### src/rtl/int_ctrl_pkg.sv
// Shared definitions for the memory-mapped interrupt controller:
// register word offsets, CTRL bit positions and the CTRL register layout.
package int_ctrl_pkg;

    // Word indices, compared against bus_addr[7:2]
    localparam logic [5:0] INTC_PEND = 6'h00;
    localparam logic [5:0] INTC_MASK = 6'h01;
    localparam logic [5:0] INTC_VEC  = 6'h02;
    localparam logic [5:0] INTC_TCMP = 6'h03;
    localparam logic [5:0] INTC_TCNT = 6'h04;
    localparam logic [5:0] INTC_CTRL = 6'h05;

    localparam int unsigned CTRL_GEN = 0;
    localparam int unsigned CTRL_TEN = 1;
    localparam int unsigned CTRL_TAR = 2;

    typedef struct packed {
        logic tar;
        logic ten;
        logic gen;
    } ctrl_t;

    function automatic logic [31:0] ctrl_to_word(input ctrl_t c);
        logic [31:0] w;
        w           = '0;
        w[CTRL_GEN] = c.gen;
        w[CTRL_TEN] = c.ten;
        w[CTRL_TAR] = c.tar;
        return w;
    endfunction

    function automatic ctrl_t word_to_ctrl(input logic [31:0] w);
        ctrl_t c;
        c.gen = w[CTRL_GEN];
        c.ten = w[CTRL_TEN];
        c.tar = w[CTRL_TAR];
        return c;
    endfunction

endpackage

### src/rtl/int_ctrl_sync_edge.sv
// Multi-bit input synchroniser followed by a rising-edge detector; o_rise is a
// one-cycle pulse per 0->1 transition seen at the synchroniser output.
module intc_sync_edge #(
    parameter int unsigned WIDTH = 8,
    parameter int unsigned DEPTH = 2
) (
    input  logic             i_clk,
    input  logic             i_rst,
    input  logic [WIDTH-1:0] i_d,
    output logic [WIDTH-1:0] o_rise
);

    logic [DEPTH-1:0][WIDTH-1:0] r_sync;
    logic [WIDTH-1:0]            r_prev;

    always_ff @(posedge i_clk) begin
        if (i_rst) begin
            r_sync <= '0;
            r_prev <= '0;
        end else begin
            r_sync[0] <= i_d;
            for (int unsigned i = 1; i < DEPTH; i++) begin
                r_sync[i] <= r_sync[i-1];
            end
            r_prev <= r_sync[DEPTH-1];
        end
    end

    assign o_rise = r_sync[DEPTH-1] & ~r_prev;

endmodule

### src/rtl/int_ctrl.sv
// Memory-mapped interrupt controller: edge-latched external sources plus a
// compare timer (highest priority), with mask, global enable and vector readout.
module int_ctrl #(
    parameter int unsigned N_SRC       = 8,
    parameter logic [31:0] BASE_ADDR   = 32'hFFFF_FF00,
    parameter int unsigned SYNC_STAGES = 2
) (
    input  logic             i_clk,
    input  logic             i_rst,
    input  logic [N_SRC-1:0] i_irq_src,
    input  logic             i_bus_ren,
    input  logic             i_bus_wen,
    input  logic [31:0]      i_bus_addr,
    input  logic [31:0]      i_bus_wdata,
    output logic [31:0]      o_bus_rdata,
    output logic             o_bus_hit,
    output logic             o_ir_in,
    output logic             o_int_cause
);

    import int_ctrl_pkg::*;

    localparam int unsigned NP = N_SRC + 1;

    logic [NP-1:0]    r_pend;
    logic [NP-1:0]    r_mask;
    logic [31:0]      r_tcmp;
    logic [31:0]      r_tcnt;
    ctrl_t            r_ctrl;
    logic             r_ir;
    logic             r_cause;

    logic [N_SRC-1:0] w_rise;
    logic             w_hit;
    logic [5:0]       w_off;
    logic             w_wr;
    logic             w_wr_pend;
    logic             w_wr_mask;
    logic             w_wr_tcmp;
    logic             w_wr_tcnt;
    logic             w_wr_ctrl;
    logic             w_match;
    logic [31:0]      w_tcnt_d;
    ctrl_t            w_ctrl_d;
    logic [NP-1:0]    w_pend_d;
    logic [NP-1:0]    w_enpend;
    logic             w_any;
    logic [4:0]       w_vec_idx;
    logic [31:0]      w_rdata;
    logic             w_unused;

    intc_sync_edge #(
        .WIDTH (N_SRC),
        .DEPTH (SYNC_STAGES)
    ) u_sync_edge (
        .i_clk  (i_clk),
        .i_rst  (i_rst),
        .i_d    (i_irq_src),
        .o_rise (w_rise)
    );

    assign w_hit     = (i_bus_addr[31:8] == BASE_ADDR[31:8]);
    assign w_off     = i_bus_addr[7:2];
    assign w_wr      = i_bus_wen & w_hit;
    assign w_wr_pend = w_wr && (w_off == INTC_PEND);
    assign w_wr_mask = w_wr && (w_off == INTC_MASK);
    assign w_wr_tcmp = w_wr && (w_off == INTC_TCMP);
    assign w_wr_tcnt = w_wr && (w_off == INTC_TCNT);
    assign w_wr_ctrl = w_wr && (w_off == INTC_CTRL);
    assign w_unused  = ^i_bus_addr[1:0];

    assign w_match = r_ctrl.ten && (r_tcnt == r_tcmp);

    // CPU writes to TCNT/CTRL take precedence over the timer's own update
    always_comb begin
        w_tcnt_d = r_tcnt;
        w_ctrl_d = r_ctrl;
        if (r_ctrl.ten) begin
            if (w_match) begin
                if (r_ctrl.tar) begin
                    w_tcnt_d = '0;
                end else begin
                    w_ctrl_d.ten = 1'b0;
                end
            end else begin
                w_tcnt_d = r_tcnt + 32'd1;
            end
        end
        if (w_wr_tcnt) begin
            w_tcnt_d = i_bus_wdata;
        end
        if (w_wr_ctrl) begin
            w_ctrl_d = word_to_ctrl(i_bus_wdata);
        end
    end

    // New events win over a same-cycle W1C of the same bit
    always_comb begin
        w_pend_d = r_pend;
        if (w_wr_pend) begin
            w_pend_d = r_pend & ~i_bus_wdata[NP-1:0];
        end
        w_pend_d = w_pend_d | {w_match, w_rise};
    end

    assign w_enpend = r_pend & r_mask;
    assign w_any    = |w_enpend;

    always_comb begin
        w_vec_idx = '0;
        for (int i = int'(N_SRC) - 1; i >= 0; i--) begin
            if (w_enpend[i]) begin
                w_vec_idx = 5'(i);
            end
        end
        if (w_enpend[N_SRC]) begin
            w_vec_idx = 5'(N_SRC);
        end
    end

    always_comb begin
        w_rdata = '0;
        if (i_bus_ren && w_hit) begin
            case (w_off)
                INTC_PEND: w_rdata = 32'(r_pend);
                INTC_MASK: w_rdata = 32'(r_mask);
                INTC_VEC:  w_rdata = w_any ? {1'b1, 26'd0, w_vec_idx} : 32'd0;
                INTC_TCMP: w_rdata = r_tcmp;
                INTC_TCNT: w_rdata = r_tcnt;
                INTC_CTRL: w_rdata = ctrl_to_word(r_ctrl);
                default:   w_rdata = '0;
            endcase
        end
    end

    always_ff @(posedge i_clk) begin
        if (i_rst) begin
            r_pend  <= '0;
            r_mask  <= '0;
            r_tcmp  <= '0;
            r_tcnt  <= '0;
            r_ctrl  <= '0;
            r_ir    <= 1'b0;
            r_cause <= 1'b0;
        end else begin
            r_pend <= w_pend_d;
            r_tcnt <= w_tcnt_d;
            r_ctrl <= w_ctrl_d;
            if (w_wr_mask) begin
                r_mask <= i_bus_wdata[NP-1:0];
            end
            if (w_wr_tcmp) begin
                r_tcmp <= i_bus_wdata;
            end
            r_ir    <= r_ctrl.gen & (|(r_pend & r_mask));
            r_cause <= r_ctrl.gen & r_pend[N_SRC] & r_mask[N_SRC];
        end
    end

    assign o_bus_rdata = w_rdata;
    assign o_bus_hit   = w_hit;
    assign o_ir_in     = r_ir;
    assign o_int_cause = r_cause;

endmodule

### config.mk
export PLATFORM = sky130hd
export DESIGN_NAME = int_ctrl
export DESIGN_NICKNAME = d
export VERILOG_FILES = /design/src/rtl/int_ctrl_pkg.sv /design/src/rtl/int_ctrl_sync_edge.sv /design/src/rtl/int_ctrl.sv
export SDC_FILE = /design/constraint.sdc
export NUM_CORES = 1
export LEC_CHECK = 0
export CAP_MARGIN = 20
export CORE_MARGIN = 1.5
export CORE_UTILIZATION = 60
export DETAILED_ROUTE_END_ITERATION = 6
export DONT_BUFFER_PORTS = 1
export PLACE_DENSITY = 0.74
export SYNTH_ARGS = -nofsm -noshare
export SYNTH_HDL_FRONTEND = slang
export SYNTH_SLANG_ARGS = --single-unit
### constraint.sdc
create_clock -name i_clk -period 3.65 [get_ports i_clk]
set_input_delay 0.365 -clock i_clk [delete_from_list [all_inputs] [get_ports i_clk]]
set_output_delay 0.365 -clock i_clk [all_outputs]
set_load 0.1 [all_outputs]
Word-level counts from Yosys, hierarchy flattened
Index checks and enable logic that the tools add are counted.

storage, ports and cells
  register bits = 111
  latch bits = 0
  RAM bits = 0
  bits in read-only memories = 0
  input port bits = 76
  output and inout bits = 35
  logic and storage cells = 63
  memories = 0

operators by class
  add/subtract/negate cells = 1
  $mul = 0
  div/mod/pow operators = 0
  order comparisons = 0
  equality and inequality tests = 8
  shift operators = 0
  muxes and demuxes = 21
  bitwise gates (word level) = 10
  reductions and logical operators = 11

operators by type and width
  operator               count
  $mux 32                6
  $pmux 32 s6            1
  $mux 5                 8
  $add 32x1->32 const B  1
  $eq 32x32->1           1
  $eq 24x24->1 const B   1
  $and 9x9->9            2
  $eq 6x2->1 const B     2
  $eq 6x3->1 const B     2
  $mux 9                 1
  $not 9->9              1
  $or 9x9->9             1
  $reduce_or 9->1        1
  $and 8x8->8            1
  $not 8->8              1
  $logic_and 1x1->1      7
  $eq 6x1->1 const B     1
  $logic_not 6->1        1
  $and 1x1->1            4
  $mux 1                 3
  $mux 3                 1
  $ne 3x3->1 const B     1
  $mux 2                 1
  $reduce_and 2->1       1
  $reduce_bool 2->1      1

Logic depth before layout (Yosys ltp)
Gate-level depths: netlist of the first run.

  word-level depth = 13
  mapped depth = 10
  mapped depth without buffers = 7

Cells and area by module
Synthesis of the first run repeated with hierarchy kept, for this count alone.

second synthesis, totals
  cells, all modules = 762
  area total of the unflattened synthesis = 6251.0 µm²

by module, submodules not included
  module          times used  cells each  area an instance (µm²)  sequential area each (µm²)
  int_ctrl        1           704         5507.8                  1741.7
  intc_sync_edge  1           58          743.2                   480.5

Worst setup path after synthesis of the first run
No wires, ideal clock.

  path type = input to output
  from = input port i_bus_addr[28]
  to = output port o_bus_rdata[2]
  arrival = 4086 ps
  slack = -801 ps
  cell stages on the path = 6
  buffers on the path = 1
  path through = nand4_1 nor4_1 and2_1 nand4_1 clkbuf_1 a31oi_1

between the ends
  longest elaborated chain between the ends = 3

ends and longest elaborated chain
  element            line             RTL
  from (decl)        int_ctrl.sv:13   input logic [31:0] i_bus_addr,
  $eq 24x24->1       int_ctrl.sv:62   assign w_hit = (i_bus_addr[31:8] == BASE_ADDR[31:8]);
  via o_bus_hit      int_ctrl.sv:16   output logic o_bus_hit,
  $logic_and 1x1->1  int_ctrl.sv:123  if (i_bus_ren && w_hit) begin
  $mux 32            int_ctrl.sv:123
  to (decl)          int_ctrl.sv:15   output logic [31:0] o_bus_rdata,

The timed path passes the listed nets, and every way through them passes these cells.

Worst setup path after layout of the first run
  from = register r_tcnt[9]
  to = register r_tcnt[4]

between the ends
  longest elaborated chain between the ends = 5
  elaborated cells on any way between the ends = 7

ends and longest elaborated chain
  element                 line             RTL
  from (decl)             int_ctrl.sv:28   logic [31:0] r_tcnt;
  from (signal assigned)  int_ctrl.sv:147  r_tcnt <= w_tcnt_d;
  $eq 32x32->1 (*)        int_ctrl.sv:72   assign w_match = r_ctrl.ten && (r_tcnt == r_tcmp);
  $logic_and 1x1->1 (*)   int_ctrl.sv:72
  $mux 32                 int_ctrl.sv:79   if (w_match) begin
  $mux 32                 int_ctrl.sv:78   if (r_ctrl.ten) begin
  $mux 32                 int_ctrl.sv:89   if (w_wr_tcnt) begin

Every way passes the cells marked *; elsewhere a longest branch is shown, timed or not. The select of a mux whose other input is x is not followed.
A chain may end at the register's enable or synchronous reset.

==> results of run 1 <==
-- what timing repair did --
action	4_1_cts	5_1_grt
hold buffers	0	2
gates resized for setup	0	0
endpoints found under the hold margin	0	17
-- through the flow --
stage          instances  power [mW]  setup WS, ps  hold slack, ps
2_1_floorplan        779        1.32          50.8             414
3_3_place_gp         895        1.32           781             417
3_5_place_dp         896        1.32           687             428
4_1_cts              912        2.12           683            1.61
5_1_grt              914        2.18           462            1.09
6_report             914        2.12           573            14.1
-- metal layers --
layer  wire [microns]  vias to the layer above
li1                 -                     2852
met1             7780                     2979
met2             8950                      430
met3             2290                       55
met4              503                        0
met5                0                        -
-- placed cells by master, fill, tap and decap left out, types with 11 or more instances in the layout --
master	instances
dfxtp_1	111
nand2_1	99
a21oi_1	68
nand3_1	65
nor2b_1	33
buf_12	32
nand4_1	28
xor2_1	28
nor2_1	27
a22oi_1	26
nor2_2	20
buf_4	19
xnor2_1	16
o21ai_0	15
o31ai_1	15
nor4_1	14
nor3_1	14
a32oi_1	12
and3_1	11
-- logic make-up (layout without fill, tap and decap cells) --
family	count (synthesis)	in the layout	share of synthesized area [%]
simple gates	348	348	29.2
buf+inv	76	78	5.44
flops	111	111	36.6
compound gates	197	197	21.9
fa+ha+maj	1	1	0.206
mux	2	2	0.350
xor+xnor	44	44	6.34
-- registers in the layout, summed over array words and instances (netlist names) --
name and count:
u_sync_edge.r_prev 8, r_mask 9, r_tcnt 32, o_ir_in 1, r_ctrl 3, o_int_cause 1
r_tcmp 32, u_sync_edge.r_sync 16, r_pend 9
-- power groups by stage --
stage	combinational (mW)	sequential [mW]	clock, mW
floorplan	0.0589	1.26	0
global placement	0.0508	1.27	0
detailed placement	0.0522	1.27	0
CTS	0.0526	1.24	0.825
global route	0.0658	1.24	0.874
finish	0.0608	1.24	0.819
-- final cells by class --
cell class                      count  area (sq um)  share of cell area, %
Tap cell                          133           166                   2.32
Multi-Input combinational cell    592          3700                   51.6
Clock buffer                        9           124                   1.73
Inverter                            8          30.0                  0.419
Sequential cell                   111          2220                   31.0
Timing Repair Buffer               54           818                   11.4
Clock inverter                      7           109                   1.52
-- how the worst max path moves through the flow --
stage	from	to	slack (ps)	cells after the start
global route	r_tcnt[9]	r_tcnt[20]	460	6
CTS	r_tcnt[9]	r_tcnt[4]	680	6
floorplan	i_bus_addr[28]	o_bus_rdata[2]	50	6
global placement	r_tcnt[9]	r_tcnt[4]	780	6
detailed placement	i_bus_addr[5]	r_tcnt[29]	690	7
finish	r_tcnt[9]	r_tcnt[4]	570	6
==> key figures, run 1 <==
Outcome
  • Outcome: complete, but fails checks
  • Failing checks: DRC

Critical path
  • RR Endpoint: r_tcnt[4]
  • Reg2reg path depth: 6
  • Worst path bufs/invs: 0
  • Reg2Reg Setup Slack: 570 ps
  • CP max-delay cell: or2_1
  • Crit-path cells: xor2_1, or4_4, nor4_4, a41oi_2, or2_1, o221a_1
  • CP delay by family, top: simple AND/OR/NAND/NOR gates
  • Critical-path maximum fanout: 17
  • Reg2reg start: r_tcnt[9]
  • Worst EP required: 3950 ps
  • Setup CP Type: flop to flop
  • CP Capture Type: flop
  • Critical path data arrival time: 3370 ps
  • Slowest stage delay, CP: 650 ps
  • CP Launch Type: flop

Global routing
  • Global Route Usage Sum: 35.1%
  • Vias in the first global route: 5760
  • Global-route wire length before repair: 30300 microns
  • Initial antenna violation count: 0
  • GR Util met3: 8.24%
  • GRT busiest layer: met2
  • Grt met2 use: 55.0%
  • Final global-route overflow total: 0
  • Largest net degree at the start of global routing: 92
  • GR Util met1: 47.6%

Final layout
  • Layout area overhead: 18.1%
  • Final nets: 853
  • Layout cell share with drive strength beyond 1: 14.1%
  • Finished Core Util: 73.1%
  • Antenna Cells: 0
  • Layout filler cell count: 787
  • Design area: 7170 sq um

Synth
  • Post-Syn Area per Cell: 7.80 sq um
  • Syn. warnings: 0
  • Synth async-reset ratio: 0%
  • Commonest cells in the netlist: dfxtp_1, nand2_1, a21oi_1
  • Yosys top cell by area: dfxtp_1
  • Synthesized net count: 856
  • Synth top area cells: dfxtp_1, a21oi_1, nand2_1
  • Count leader, synth: dfxtp_1
  • Register area share after synthesis: 36.6%
  • Synthesized cell area: 6070 sq um
  • Synth Instances: 779
  • Number of synthesized register bits: 111
  • Top cell type's share of synthesized area: 36.6%
  • Distinct cells, synth: 63
  • Ys flop type: dfxtp_1
  • EDFF count, synth: 0

STA
  • Total negative slack: 0 ps
  • Relative slew slack: 37.0%
  • Fmax: 0.325 GHz
  • Hold Fails Final Rpt: 0
  • RSZ-0062 raised after global routing: false
  • Tcrit/Tclk final: 84.3%
  • Max-slew violation count: 0
  • Setup Skew: 13.3 ps
  • Final Setup Violations: 0
  • Worst slew pin tran: 943 ps
  • Crit path time final: 3080 ps

Placed design
  • Placer congestion estimate: 1.02
  • IO buf count: 0
  • Placed cell areas: 6920 sq um
  • DP HPWL: 13500 microns

Routing
  • 1st-pass router iterations: 7
  • DRC viols: 1
  • Initial DRC count: 781
  • WL final: 19500 microns
  • Vias/cell: 6.91
  • Wire per inst: 21.4 microns
  • Routed Antenna Nets: 0
  • Vias: 6316

Power and ir drop
  • Int Pwr: 1.55 mW
  • LEAKAGE: 2.39 nW
  • Flop pwr share: 58.5%
  • Psw: 573 uW
  • Cell Pwr Density: 296 nW/um^2
  • Sw Share: 27.0%
  • Combinational share of power: 2.9%
  • Worst VDD drop: 0.000342 V
  • Clock power share: 38.6%

Clock network
  • H-tree depth: 3
  • Clk slew on worst S/H paths: 130 ps
  • CTS tree: yes
  • Postcts setup bufs: 0
  • TritonCTS Buffers: 9
  • Clk Latency, worst-skew pair: 400 ps
  • CTS Sinks: 111
  • CTS max path bufs: 2
  • Clock Tree Root: clkbuf_8

Die
  • Die height: 104 microns
  • Die ar.: 10700 sq um
  • Ports: 111
  • Die Width: 104 microns
  • Core Rows: 36
  • Starting density of the core: 61.9%
  • Core area: 9820 sq um

Min path
  • Hold depth: 1
  • Hold Crit Class: primary input to flop
  • WHS Endpoint: r_mask[2]
  • Worst Hold Launch: i_rst

Job
  • Max Cap Violations: 0
Power figures use the tool's default switching activity.
==> run 2: changes to the inputs <==
clock period = 2.9 ns   (was 3.65 ns; I/O delays follow)
==> key figures, run 2 (same netlist as run 1, synthesis figures left out) <==
Outcome
  • Outcome: complete, but fails checks
  • Failing checks: hold timing

Clock network
  • Clock Tree Root: clkbuf_8
  • TritonCTS Buffers: 9 (unchanged)
  • Clk slew on worst S/H paths: 120 ps (about the same)
  • # resized after CTS: 0 (unchanged)
  • Clk Latency, worst-skew pair: 420 ps (+20 ps)
  • H-tree depth: 3 (unchanged)
  • CTS tree: yes
  • CTS max path bufs: 2 (unchanged)
  • CTS Sinks: 111 (unchanged)

Critical path
  • RR Endpoint: r_tcnt[4]
  • Worst path bufs/invs: 0 (unchanged)
  • Slowest stage delay, CP: 550 ps (-100 ps)
  • Critical path depth: 6 (unchanged)
  • Setup CP Type: flop to flop
  • Reg2Reg Setup Slack: 210 ps (-370 ps)
  • Critical path data arrival time: 3010 ps (-360 ps)
  • Critical-path maximum fanout: 17 (unchanged)
  • Reg2reg path depth: 6 (unchanged)
  • Worst Setup SP: r_tcnt[9]
  • CP Launch Type: flop
  • Reg2reg start: r_tcnt[9]
  • Worst EP required: 3220 ps (-730 ps)
  • CP delay by family, top: simple AND/OR/NAND/NOR gates
  • CP max-delay cell: or2_1
  • Crit-path cells: xor2_1, or4_4, nor4_4, a41oi_2, or2_1, o221a_1
  • CP Capture Type: flop

Power and ir drop
  • LEAKAGE: 2.50 nW (+4.4%)
  • Clock power share: 38.3% (-0.3 points)
  • Psw: 746 uW (+30%)
  • Int Pwr: 1.96 mW (+26%)
  • Cell Pwr Density: 367 nW/um^2 (+24%)
  • Tot Pwr: 2.70 mW (+27%)
  • Flop pwr share: 57.8% (-0.7 points)
  • Worst VDD drop: 0.000525 V (+53%)
  • Sw Share: 27.6% (+0.58 points)
  • Combinational share of power: 3.9% (+1.0 points)

Routing
  • Wire per inst: 21.6 microns (+1.2%)
  • Routed Antenna Nets: 0 (unchanged)
  • Vias: 6396 (+1.3%)
  • DRC viols: 0 (-1)
  • Initial DRC count: 796 (+1.9%)
  • WL final: 20200 microns (+3.5%)
  • Vias/cell: 6.84 (-1.0%)
  • 1st-pass router iterations: 5 (-2)

Global routing
  • Global Route Usage Sum: 37.4% (+2.3 points)
  • Grt met2 use: 59.2% (+4.2 points)
  • GR Util met1: 51.3% (+3.7 points)
  • Global-route wire length before repair: 31800 microns (+4.7%)
  • Final global-route overflow total: 0 (unchanged)
  • Largest net degree at the start of global routing: 88 (-4.3%)
  • Vias in the first global route: 5932 (+3.0%)
  • GR Util met3: 7.49% (-0.76 points)
  • GRT busiest layer: met2
  • Initial antenna violation count: 0 (unchanged)

STA
  • Relative slew slack: 37.5% (+0.48 points)
  • Hold Fails Final Rpt: 1 (+1)
  • Max-slew violation count: 0 (unchanged)
  • Final Setup Violations: 0 (unchanged)
  • Setup Skew: 18.2 ps (+4.85 ps)
  • Worst slew pin tran: 936 ps (-7.21 ps)
  • Tcrit/Tclk final: 92.9% (+8.6 points)
  • Crit path time final: 2690 ps (-384 ps)
  • RSZ-0062 raised after global routing: false
  • Fmax: 0.371 GHz (+14%)
  • Tightest hold margin: -1.38 ps (-15.4 ps)
  • Total negative slack: 0 ps (unchanged)

Placed design
  • Placed cell areas: 7040 sq um (+1.7%)
  • IO buf count: 0 (unchanged)
  • Placer congestion estimate: 0.980 (-4.3%)
  • DP HPWL: 14000 microns (+3.4%)

Min path
  • Hold depth: 2 (+1)
  • WHS Endpoint: r_tcmp[16]
  • Worst Hold Launch: i_bus_wdata[16]
  • Hold Crit Class: primary input to flop

Die
  • Die ar.: 10700 sq um (unchanged)
  • Core Rows: 36 (unchanged)
  • Ports: 111 (unchanged)
  • Die Width: 104 microns (unchanged)
  • Starting density of the core: 61.9% (unchanged)
  • Core area: 9820 sq um (unchanged)
  • Die height: 104 microns (unchanged)

Final layout
  • Design area: 7370 sq um (+2.7%)
  • Layout area overhead: 21.3%
  • Commonest non-fill, non-tap cell in the layout: dfxtp_1
  • Largest regs: r_tcmp: 32 flops, r_tcnt: 32 flops, u_sync_edge.r_sync: 16 flops
  • Finished Core Util: 75.0% (+2.0 points)
  • Most frequent cells in the layout: dfxtp_1, nand2_1, a21oi_1
  • Final nets: 874 (+2.5%)
  • Layout filler cell count: 743 (-5.6%)
  • Layout cell share with drive strength beyond 1: 15.7% (+1.6 points)
  • Antenna Cells: 0 (unchanged)

Job
  • Max Cap Violations: 0 (unchanged)
==> run 2: cell types whose count changed in the layout (fill, tap and decap cells not counted) <==
cell and change:
buf_8 -1, buf_4 +14, and2_4 +1, dlygate4sd3_1 +6, buf_16 +1, buf_12 +1, inv_8 +2, nor4_1 -1
clkinv_8 -2, and2_2 -1, nor4_2 +1
==> run 2: cell type report <==
type / count / area [sq um] / area share (%)
Clock buffer: 9 / 124 / 1.68
Clock inverter: 7 / 98.8 / 1.34
Inverter: 8 / 30.0 / 0.408
Multi-Input combinational cell: 592 / 3710 / 50.4
Sequential cell: 111 / 2220 / 30.2
Tap cell: 133 / 166 / 2.26
Timing Repair Buffer: 75 / 1020 / 13.8
==> run 2: worst max path at each step <==
stage                 endpoint  slack, ps
5_1_grt              r_tcnt[4]        110
6_report             r_tcnt[4]        210
2_1_floorplan  o_bus_rdata[11]       -140
3_3_place_gp         r_tcnt[4]        330
4_1_cts              r_tcnt[4]        240
3_5_place_dp         r_tcnt[4]        270
==> run 2: power groups by stage <==
stage	clock [mW]	combinational (mW)	sequential (mW)
floorplan	0	0.0744	1.59
detailed placement	0	0.0713	1.59
finish	1.04	0.106	1.56
global placement	0	0.0695	1.59
global route	1.09	0.114	1.56
CTS	1.03	0.104	1.56
==> run 2: layer usage <==
metal	vias up	wire length [microns]
met5	-	0
met4	0	421
met3	41	2140
met2	400	9300
met1	3053	8360
li1	2902	-
==> run 2: timing repair <==
| item | 4_1_cts | 5_1_grt |
|---|---|---|
| setup buffers | 0 | 0 |
| endpoints found under the hold margin | 87 | 0 |
| hold buffers | 9 | 0 |
| setup endpoints to repair | 0 | 0 |
==> run 2: worst register-to-register path: cells and delay by family (launching register included) <==
family	cells	cell delay, ps
xor+xnor	1	150
compound gates	2	560
simple gates	3	1410
flops	1	500
==> run 2: stage by stage <==
stage,setup WS (ps),instances
2_1_floorplan,-142,779
3_3_place_gp,328,910
3_5_place_dp,272,910
4_1_cts,240,935
5_1_grt,115,935
6_report,207,935
